===== src/rtl/booth_r4_seq_mult_pkg.sv =====
`default_nettype none
// ============================================================================
// Module   : booth_pkg
// Purpose  : Shared types for the sequential radix-4 Booth multiplier:
//            controller states, Booth digit encoding and the triplet decoder.
// Revision : 1.0 - initial release
// ============================================================================
package booth_pkg;

    typedef enum logic [1:0] {
        IDLE = 2'd0,
        BUSY = 2'd1,
        DONE = 2'd2
    } state_t;

    typedef enum logic [2:0] {
        DIG_ZERO = 3'd0,
        DIG_POS1 = 3'd1,
        DIG_POS2 = 3'd2,
        DIG_NEG1 = 3'd3,
        DIG_NEG2 = 3'd4
    } digit_t;

    // Triplet is {y[2i+1], y[2i], y[2i-1]}.
    function automatic digit_t booth_decode(input logic [2:0] trip);
        digit_t d;
        case (trip)
            3'b001, 3'b010: d = DIG_POS1;
            3'b011:         d = DIG_POS2;
            3'b100:         d = DIG_NEG2;
            3'b101, 3'b110: d = DIG_NEG1;
            default:        d = DIG_ZERO;
        endcase
        return d;
    endfunction

endpackage
`default_nettype wire


===== src/rtl/booth_r4_seq_mult_if.sv =====
`default_nettype none
// ============================================================================
// Module   : booth_r4_seq_mult_if
// Purpose  : Operand/result handshake bundle of the sequential Booth
//            multiplier. master = requester/consumer, slave = multiplier.
// Ports    : in_valid/in_ready/x_in/y_in/signed_mode (operand channel),
//            out_valid/out_ready/result_out (result channel), busy (status).
// Revision : 1.0 - initial release
// ============================================================================
interface booth_r4_seq_mult_if #(
    parameter int WIDTH = 16
);
    logic                   in_valid;
    logic                   in_ready;
    logic [WIDTH-1:0]       x_in;
    logic [WIDTH-1:0]       y_in;
    logic                   signed_mode;
    logic                   out_valid;
    logic                   out_ready;
    logic [2*WIDTH-1:0]     result_out;
    logic                   busy;

    modport master (
        output in_valid, x_in, y_in, signed_mode, out_ready,
        input  in_ready, out_valid, result_out, busy
    );

    modport slave (
        input  in_valid, x_in, y_in, signed_mode, out_ready,
        output in_ready, out_valid, result_out, busy
    );
endinterface
`default_nettype wire


===== src/rtl/booth_r4_seq_mult_pp_gen.sv =====
`default_nettype none
// ============================================================================
// Module   : booth_r4_pp_gen
// Purpose  : Combinational partial-product selector for one radix-4 Booth
//            digit. Negative digits are produced as the one's complement;
//            the +1 is supplied as carry-in to the accumulator adder.
// Ports    : digit_i   - decoded Booth digit
//            x_ext_i   - multiplicand extended to WIDTH+2 bits
//            pp_o      - WIDTH+3-bit adder operand
//            neg_o     - carry-in completing the two's-complement negation
// Revision : 1.0 - initial release
// ============================================================================
module booth_r4_pp_gen
    import booth_pkg::*;
#(
    parameter int WIDTH = 16
) (
    input  digit_t              digit_i,
    input  logic [WIDTH+1:0]    x_ext_i,
    output logic [WIDTH+2:0]    pp_o,
    output logic                neg_o
);

    always_comb begin
        pp_o  = '0;
        neg_o = 1'b0;
        case (digit_i)
            DIG_POS1: pp_o = {x_ext_i[WIDTH+1], x_ext_i};
            DIG_POS2: pp_o = {x_ext_i, 1'b0};
            DIG_NEG1: begin
                pp_o  = ~{x_ext_i[WIDTH+1], x_ext_i};
                neg_o = 1'b1;
            end
            DIG_NEG2: begin
                pp_o  = ~{x_ext_i, 1'b0};
                neg_o = 1'b1;
            end
            default: begin
                pp_o  = '0;
                neg_o = 1'b0;
            end
        endcase
    end

endmodule
`default_nettype wire


===== src/rtl/booth_r4_seq_mult.sv =====
`default_nettype none
// ============================================================================
// Module   : booth_r4_seq_mult
// Purpose  : Sequential radix-4 Booth multiplier, one digit per clock over a
//            single shared adder; signed or unsigned per transaction.
// Ports    : clk, rst (synchronous, active-high)
//            bus (slave) - operand/result valid/ready handshake + busy
// Revision : 1.0 - initial release
// ============================================================================
module booth_r4_seq_mult
    import booth_pkg::*;
#(
    parameter int WIDTH = 16
) (
    input  logic                    clk,
    input  logic                    rst,
    booth_r4_seq_mult_if.slave      bus
);

    localparam int ITER = WIDTH / 2 + 1;
    localparam int XW   = WIDTH + 2;        // extended operand width
    localparam int PPW  = WIDTH + 3;        // partial-product operand width
    localparam int ACCW = 2 * WIDTH + 4;    // accumulator width
    localparam int TOPW = ACCW - WIDTH;     // adder width (upper accumulator field)
    localparam int CNTW = $clog2(ITER);

    state_t             state_q, state_d;
    logic [XW-1:0]      x_q;
    logic [XW-1:0]      y_q;
    logic               yprev_q;            // y[2i-1] of the current triplet
    logic [ACCW-1:0]    acc_q;
    logic [CNTW-1:0]    cnt_q;
    logic [2*WIDTH-1:0] result_q;

    logic               in_ready;
    logic               accept;
    logic               last_digit;
    digit_t             digit;
    logic [PPW-1:0]     pp;
    logic               pp_neg;
    logic [TOPW-1:0]    top_sum;
    logic [ACCW-1:0]    acc_sum;
    logic               x_sx;
    logic               y_sx;

    assign in_ready   = !rst && ((state_q == IDLE) || ((state_q == DONE) && bus.out_ready));
    assign accept     = bus.in_valid && in_ready;
    assign last_digit = (cnt_q == CNTW'(ITER - 1));

    assign bus.in_ready   = in_ready;
    assign bus.out_valid  = (state_q == DONE);
    assign bus.busy       = (state_q == BUSY);
    assign bus.result_out = result_q;

    assign x_sx = bus.signed_mode & bus.x_in[WIDTH-1];
    assign y_sx = bus.signed_mode & bus.y_in[WIDTH-1];

    assign digit = booth_decode({y_q[1], y_q[0], yprev_q});

    booth_r4_pp_gen #(
        .WIDTH   (WIDTH)
    ) u_pp_gen (
        .digit_i (digit),
        .x_ext_i (x_q),
        .pp_o    (pp),
        .neg_o   (pp_neg)
    );

    // Partial products are always added at bit WIDTH. The accumulator is
    // shifted right by two after every digit except the last, so the total
    // shift is WIDTH bits and the final accumulator holds the exact product.
    assign top_sum = acc_q[ACCW-1:WIDTH] + {pp[PPW-1], pp} + TOPW'(pp_neg);
    assign acc_sum = {top_sum, acc_q[WIDTH-1:0]};

    always_comb begin
        state_d = state_q;
        case (state_q)
            IDLE:    if (accept) state_d = BUSY;
            BUSY:    if (last_digit) state_d = DONE;
            DONE:    if (bus.out_ready) state_d = accept ? BUSY : IDLE;
            default: state_d = IDLE;
        endcase
    end

    always_ff @(posedge clk) begin
        if (rst) begin
            state_q <= IDLE;
        end else begin
            state_q <= state_d;
        end
    end

    always_ff @(posedge clk) begin
        if (rst) begin
            x_q      <= '0;
            y_q      <= '0;
            yprev_q  <= 1'b0;
            acc_q    <= '0;
            cnt_q    <= '0;
            result_q <= '0;
        end else if (accept) begin
            x_q      <= {{2{x_sx}}, bus.x_in};
            y_q      <= {{2{y_sx}}, bus.y_in};
            yprev_q  <= 1'b0;
            acc_q    <= '0;
            cnt_q    <= '0;
        end else if (state_q == BUSY) begin
            if (last_digit) begin
                result_q <= acc_sum[2*WIDTH-1:0];
            end else begin
                acc_q   <= {{2{acc_sum[ACCW-1]}}, acc_sum[ACCW-1:2]};
                y_q     <= y_q >> 2;
                yprev_q <= y_q[1];
                cnt_q   <= cnt_q + 1'b1;
            end
        end
    end

endmodule
`default_nettype wire


===== src/flat_wrapper.sv =====
// flat-port wrapper written by rule: the top's interface ports become plain ports
module booth_r4_seq_mult_flat import booth_pkg::*;
#(
    parameter int WIDTH = 16
)
  (clk, rst, bus_in_valid, bus_x_in, bus_y_in, bus_signed_mode, bus_out_ready, bus_in_ready, bus_out_valid, bus_result_out, bus_busy);
  booth_r4_seq_mult_if #(.WIDTH(WIDTH)) bus_i ();
  input  logic clk;
  input  logic rst;
  input wire logic [$bits(bus_i.in_valid)-1:0] bus_in_valid;
  input wire logic [$bits(bus_i.x_in)-1:0] bus_x_in;
  input wire logic [$bits(bus_i.y_in)-1:0] bus_y_in;
  input wire logic [$bits(bus_i.signed_mode)-1:0] bus_signed_mode;
  input wire logic [$bits(bus_i.out_ready)-1:0] bus_out_ready;
  output wire logic [$bits(bus_i.in_ready)-1:0] bus_in_ready;
  output wire logic [$bits(bus_i.out_valid)-1:0] bus_out_valid;
  output wire logic [$bits(bus_i.result_out)-1:0] bus_result_out;
  output wire logic [$bits(bus_i.busy)-1:0] bus_busy;
  assign bus_i.in_valid = bus_in_valid;
  assign bus_i.x_in = bus_x_in;
  assign bus_i.y_in = bus_y_in;
  assign bus_i.signed_mode = bus_signed_mode;
  assign bus_i.out_ready = bus_out_ready;
  assign bus_in_ready = bus_i.in_ready;
  assign bus_out_valid = bus_i.out_valid;
  assign bus_result_out = bus_i.result_out;
  assign bus_busy = bus_i.busy;
  booth_r4_seq_mult #(.WIDTH(WIDTH)) u_core (.clk(clk), .rst(rst), .bus(bus_i));
endmodule

===== config.mk =====
export PLATFORM = sky130hd
export DESIGN_NAME = booth_r4_seq_mult_flat
export DESIGN_NICKNAME = d
export VERILOG_FILES = /design/src/rtl/booth_r4_seq_mult_pkg.sv /design/src/rtl/booth_r4_seq_mult_if.sv /design/src/rtl/booth_r4_seq_mult_pp_gen.sv /design/src/rtl/booth_r4_seq_mult.sv /design/src/flat_wrapper.sv
export SDC_FILE = /design/constraint.sdc
export NUM_CORES = 1
export LEC_CHECK = 0
export ABC_AREA = 0
export CORE_MARGIN = 10
export CORE_UTILIZATION = 30
export CTS_CLUSTER_SIZE = 24
export DETAILED_ROUTE_END_ITERATION = 12
export GPL_TIMING_DRIVEN = 0
export SLEW_MARGIN = 20
export SYNTH_ARGS = -nofsm -noshare
export SYNTH_HDL_FRONTEND = slang
export SYNTH_SLANG_ARGS = --single-unit

===== constraint.sdc =====
create_clock -name clk -period 8.6 [get_ports clk]
set_input_delay 1.29 -clock clk [delete_from_list [all_inputs] [get_ports clk]]
set_output_delay 1.29 -clock clk [all_outputs]
set_load 0.1 [all_outputs]

==> results of run 1 <==
==> Yosys cell counts, types with 9 or more instances <==
cell | number | area (um^2)
buf_2 | 9 | 45.0
nand2_1 | 166 | 623
nor2_1 | 27 | 101
inv_1 | 12 | 45.0
a22oi_1 | 22 | 165
ha_1 | 19 | 238
nor3_1 | 9 | 45.0
nand3_1 | 26 | 130
dfxtp_1 | 107 | 2140
xor2_1 | 20 | 175
a21oi_1 | 72 | 360
clkbuf_1 | 33 | 124
o21ai_0 | 42 | 210
==> kinds of logic (layout without fill, tap and decap cells) <==
| logic type | after synthesis | count (layout) | share of synthesized area, % |
|---|---|---|---|
| AOI/OAI and AO/OA | 198 | 198 | 23.9 |
| adders and majority gates | 21 | 21 | 5.22 |
| and+or+nand+nor | 262 | 262 | 21.3 |
| DFF | 107 | 107 | 40.3 |
| buffers and inverters | 60 | 147 | 4.73 |
| xor gates and xnor gates | 28 | 28 | 4.61 |
==> report_power, final <==
part / internal (mW) / total, mW / switching [mW]
combinational: 0.0536 / 0.148 / 0.0943
clock: 0.202 / 0.404 / 0.202
sequential: 0.511 / 0.524 / 0.0131
total: 0.766 / 1.08 / 0.310
==> metrics by stage <==
stage	hold WS, ns	util (%)	std cells
finish	0.455	38.0	988
global route	0.479	38.0	988
CTS	0.458	38.0	988
detailed placement	0.447	36.4	972
global placement	0.442	36.4	972
floorplan	0.432	-	676
==> worst max-delay path: stages <==
cell and delay (ns):
clkdlybuf4s50_1 0.45, buf_2 0.20, inv_1 0.16, and2_1 0.19, clkdlybuf4s50_1 1.15
==> area by class of cell <==
type	count	area (um^2)	share of cell area [%]
inverter	12	45.0	0.683
multi-input combinational	509	2930	44.4
clock inverter	7	60.1	0.910
clock buffer	9	225	3.41
tap	225	282	4.27
timing repair buffer	71	711	10.8
buffer	48	206	3.13
sequential	107	2140	32.5
==> sequential cells by signal, summed over array words and instances (netlist names) <==
name	flops
u_core.acc_q	34
u_core.bus.result_out	32
u_core.x_q	17
u_core.y_q	17
u_core.cnt_q	4
u_core.state_q	2
u_core.yprev_q	1
==> final timing paths <==
path,start,end,depth (start not counted)
hold reg to reg,u_core.bus.result_out[14],u_core.bus.result_out[14],2
setup reg to reg,u_core.y_q[0],u_core.bus.result_out[29],13
setup / recovery,rst,bus_in_ready,5
hold / removal,u_core.bus.result_out[14],u_core.bus.result_out[14],2
==> per-layer routing <==
layer	track usage [%]	wire [um]	up-vias
met1	17.3	7530	2281
met2	18.5	6270	112
met4	3.18	210	0
met5	0	0	-
met3	3.28	764	13
li1	-	-	2529
==> run summary, run 1 <==
H-tree levels = 3
sequential area share after synthesis = 40.3%
Hold Vio Cnt, Final = 0
Syn Nets = 734
CTS Hold Bufs = 0
Leakage = 2.43 nW
row cnt = 48
CTS root buffer = clkbuf_16
Setup Total Neg Slack = 0 ns
PwrDens = 163 nW/um^2
number of distinct library cells after synthesis = 55
Post-Syn Instances = 676
relative slew slack = 33.4%
chip height = 153 um
IO Port Bufs = 71
Final Net Count = 816
Final period util = 55.0%
later-pin clock latency in the skew report = 0.34 ns
Post-CTS Setup Inserts = 0
initial core utilization = 30.7%
via count = 4935
most common cell after layout, fill and taps aside = nand2_1
post-route setup slack = 3.87 ns
Place WS = 3.85 ns
TritonCTS clock tree = done
worst path required time = 7.31 ns
First-pass DRT Iterations = 7
maximum clock frequency = 212 MHz
number of synthesized flops with an enable pin = 0
peak supply drop = 0.108 mV
Worst Setup Start Kind = primary input
Post-route DRC = 0
Worst-path clk slew = 0.07 ns
pin count of the biggest net entering global routing = 20
Mapped Area = 5320 um^2
RSZ-0062 raised after global routing = false
Sink Count = 107
Clock Skew = 0.00524 ns
status = completed
initial drt markers = 408
crit path capture type = output port
final setup violation count = 0
kind of critical path = in -> out
Longest Clk Path Bufs = 2
initial antenna violation count = 0
critical path peak fanout = 10
slew at the pin closest to its max-slew limit = 0.996 ns
Synth Area per Inst = 7.87 um^2
post-CTS sizing = 0
Max Transition Viols Final = 0
WL/cell = 15.0 um
grt total ovfl = 0
Via density = 4.99
MaxCap Viol Count = 0
commonest cells after routing, fill and taps aside = 166 x nand2_1, 107 x dfxtp_1, 72 x a21oi_1, 71 x clkdlybuf4s50_1, 42 x o21ai_0
CTS Buf Count = 9
synthesized flop and latch total = 107
total routed wirelength = 14800 um
die area = 23500 um^2
Placed Instance Area = 6310 um^2
total chip power = 1.08 mW
Top-Level Pins = 72
# diodes = 0
Final Instance Area = 6600 um^2
vias in the first global route = 4813
Antenna Nets Post-Route = 0
post-route minimum period = 4.73 ns
Reg2Reg Setup Slack = 4.99 ns
WP data arrival = 3.44 ns
Global Route Usage Sum = 12.4%
Final GP Congestion = 0.857
Die X = 153 um
Synth async-reset ratio = 0%
area grow syn2layout = 24.0%
Fill cells = 1861
global-route wire length before repair = 24600 um
Final HPWL DP = 11300 um
synth warn = 0
worst hold path type = reg -> reg
Top FF cell, synth = dfxtp_1
Core Box Area = 17400 um^2
layout cells sized above 1 = 5.24%
No activity file was read; power rests on OpenSTA's default activity.
==> run 2, diff against run 1 <==
==> constraint.sdc (replaced) <==
create_clock -name clk -period 4.69 [get_ports clk]
set_input_delay 0.7035 -clock clk [delete_from_list [all_inputs] [get_ports clk]]
set_output_delay 0.7035 -clock clk [all_outputs]
set_load 0.1 [all_outputs]
==> results of run 2 <==
Same layout as run 1 (identical final DEF). Status: completed.
Main changes from that run: setup slack after placement 3.85 ns -> 1.12 ns; setup slack after layout 3.87 ns -> 1.08 ns; start point of the critical path rst -> u_core.y_q[0]; end point of the critical path bus_in_ready -> u_core.bus.result_out[29]; register-to-register setup slack 4.99 ns -> 1.08 ns; total power 1.08 mW -> 1.97 mW; worst IR drop on VDD 0.108 mV -> 0.198 mV
==> run 3, diff against run 2 <==
==> constraint.sdc (replaced) <==
create_clock -name clk -period 3.1 [get_ports clk]
set_input_delay 0.465 -clock clk [delete_from_list [all_inputs] [get_ports clk]]
set_output_delay 0.465 -clock clk [all_outputs]
set_load 0.1 [all_outputs]
==> run summary, run 3 (synthesis results as in run 1) <==
IO Port Bufs = 71
Worst Hold End = u_core.bus.result_out[14]
critical path peak fanout = 10
initial drt markers = 314
Crit Reg-Reg Endpoint = u_core.bus.result_out[30]
Worst-path clk slew = 0.07 ns
kind of critical path = reg -> reg
WP data arrival = 3.25 ns
RR Startpoint = u_core.y_q[1]
Crit path largest cell delay = 0.37 ns
hold-critical path depth = 2
WP buf/inv = 2
Die X = 153 um
peak supply drop = 0.307 mV
met1 Use GR = 17.4%
global-route wire length before repair = 24800 um
initial core utilization = 30.7%
vias in the first global route = 4847
MaxCap Viol Count = 0
post-route minimum period = 2.98 ns
Global Route Usage Sum = 12.5%
Final period util = 96.1%
path depth of the worst reg2reg path = 13
Max Transition Viols Final = 0
row cnt = 48
layout cells sized above 1 = 9.59%
met2 usage = 18.7%
Sink Count = 107
Via density = 5.01
PwrDens = 444 nW/um^2
H-tree levels = 3
CTS root buffer = clkbuf_16
crit path capture type = flop
Post-route DRC = 0
Leakage = 2.51 nW
slowest CP cell = dfxtp_4
CTS Hold Bufs = 0
Antenna Nets Post-Route = 0
grt total ovfl = 0
Largest Register = u_core.acc_q
worst hold path type = reg -> reg
WL/cell = 15.1 um
area grow syn2layout = 27.3%
Core Box Area = 17400 um^2
Longest Clk Path Bufs = 2
initial antenna violation count = 0
Reg2Reg Setup Slack = 0.12 ns
Top-Level Pins = 72
Critical path origin = u_core.y_q[1]
Final GP Congestion = 0.857
total routed wirelength = 14900 um
Hold Path Origin = u_core.bus.result_out[14]
max reg flops = 34
relative slew slack = 33.4%
TritonCTS clock tree = done
Worst Setup Start Kind = flop
status = completed
Final Net Count = 814
worst path required time = 3.37 ns
total chip power = 3.01 mW
cell chain of the critical path = buf_4 > nor3b_2 > a21oi_1 > a21oi_2 > fa_2 > inv_1 > fa_2 > nand2b_4 > a211oi_4 > o211ai_2 > a31oi_4 > xnor2_2 > a211oi_2
later-pin clock latency in the skew report = 0.35 ns
die area = 23500 um^2
GRT Max-Usage Layer = met2
# diodes = 0
First-pass DRT Iterations = 5
slew at the pin closest to its max-slew limit = 0.996 ns
Hold Vio Cnt, Final = 0
commonest cells after routing, fill and taps aside = 166 x nand2_1, 104 x dfxtp_1, 70 x a21oi_1, 70 x clkdlybuf4s50_1, 32 x o21ai_0
cell mode on critical path = fa_2
pin count of the biggest net entering global routing = 20
Clock Skew = 0.00485 ns
final setup violation count = 0
chip height = 153 um
met3 Use GR = 3.23%
Fill cells = 1842
most common cell after layout, fill and taps aside = nand2_1
via count = 4942
crit-path leading delay family = compound AO/OA/AOI/OAI gates
maximum clock frequency = 336 MHz
worst hold slack = 0.455 ns
Final HPWL DP = 11300 um
CTS Buf Count = 9
run 3: changes by cell type in the layout (fill, tap and decap cells not counted), moves of 3 or more:
cell / change
o21ai_2: +4
dfxtp_1: -3
o21ai_0: -10
o21ai_1: +5
buf_4: +3
clkbuf_1: -8
run 3: worst max path at each step:
stage,end,slack [ns],cells after the start
2_1_floorplan,u_core.bus.result_out[29],0.05,12
3_3_place_gp,u_core.bus.result_out[29],-0.47,12
3_5_place_dp,u_core.bus.result_out[29],-0.47,12
4_1_cts,bus_in_ready,0.002,5
5_1_grt,u_core.bus.result_out[29],-0.04,11
6_report,u_core.bus.result_out[30],0.12,13
run 3: what timing repair did:
item / 4_1_cts / 5_1_grt
buffers inserted: 0 / 2
setup endpoints to repair: 22 / 15
pin swaps: 2 / 9
gates resized for setup: 30 / 28
run 3: area by class of cell:
class | count | area [um^2] | share of cell area [%]
clock buffer | 9 | 225 | 3.33
timing repair buffer | 73 | 728 | 10.8
tap | 225 | 282 | 4.16
multi-input combinational | 509 | 3070 | 45.4
clock inverter | 7 | 60.1 | 0.887
inverter | 12 | 45.0 | 0.665
buffer | 44 | 210 | 3.10
sequential | 107 | 2150 | 31.8
run 3: report_power, final:
| part | total [mW] | switching, mW | leakage [nW] | internal [mW] |
|---|---|---|---|---|
| registers | 1.46 | 0.0429 | 0.870 | 1.42 |
| clock network | 1.12 | 0.561 | 0.136 | 0.560 |
| logic | 0.424 | 0.266 | 1.50 | 0.158 |
| total | 3.01 | 0.870 | 2.51 | 2.13 |
run 3: worst min-delay path, stage by stage, from the launching register on:
cell	delay (ns)
dfxtp_1	0.31
nand2_1	0.05
a21oi_1	0.05
run 3: per-layer routing:
layer	vias to the layer above	part of all wire, %
li1	2516	-
met1	2300	51
met2	109	42
met3	17	5.0
met4	0	1.6
met5	-	0
run 3: metrics by stage:
| stage | std cells | instance area [um^2] | util [%] | setup WS, ns | TNS [ns] |
|---|---|---|---|---|---|
| after floorplan | 676 | 5320 | - | 0.0472 | 0 |
| after global placement | 972 | 6310 | 36.4 | -0.465 | -5.58 |
| after detailed placement | 972 | 6310 | 36.4 | -0.474 | -6.19 |
| after CTS | 985 | 6660 | 38.4 | 0.00213 | 0 |
| after global routing | 986 | 6770 | 39.0 | -0.0363 | -0.0636 |
| final | 986 | 6770 | 39.0 | 0.122 | 0 |
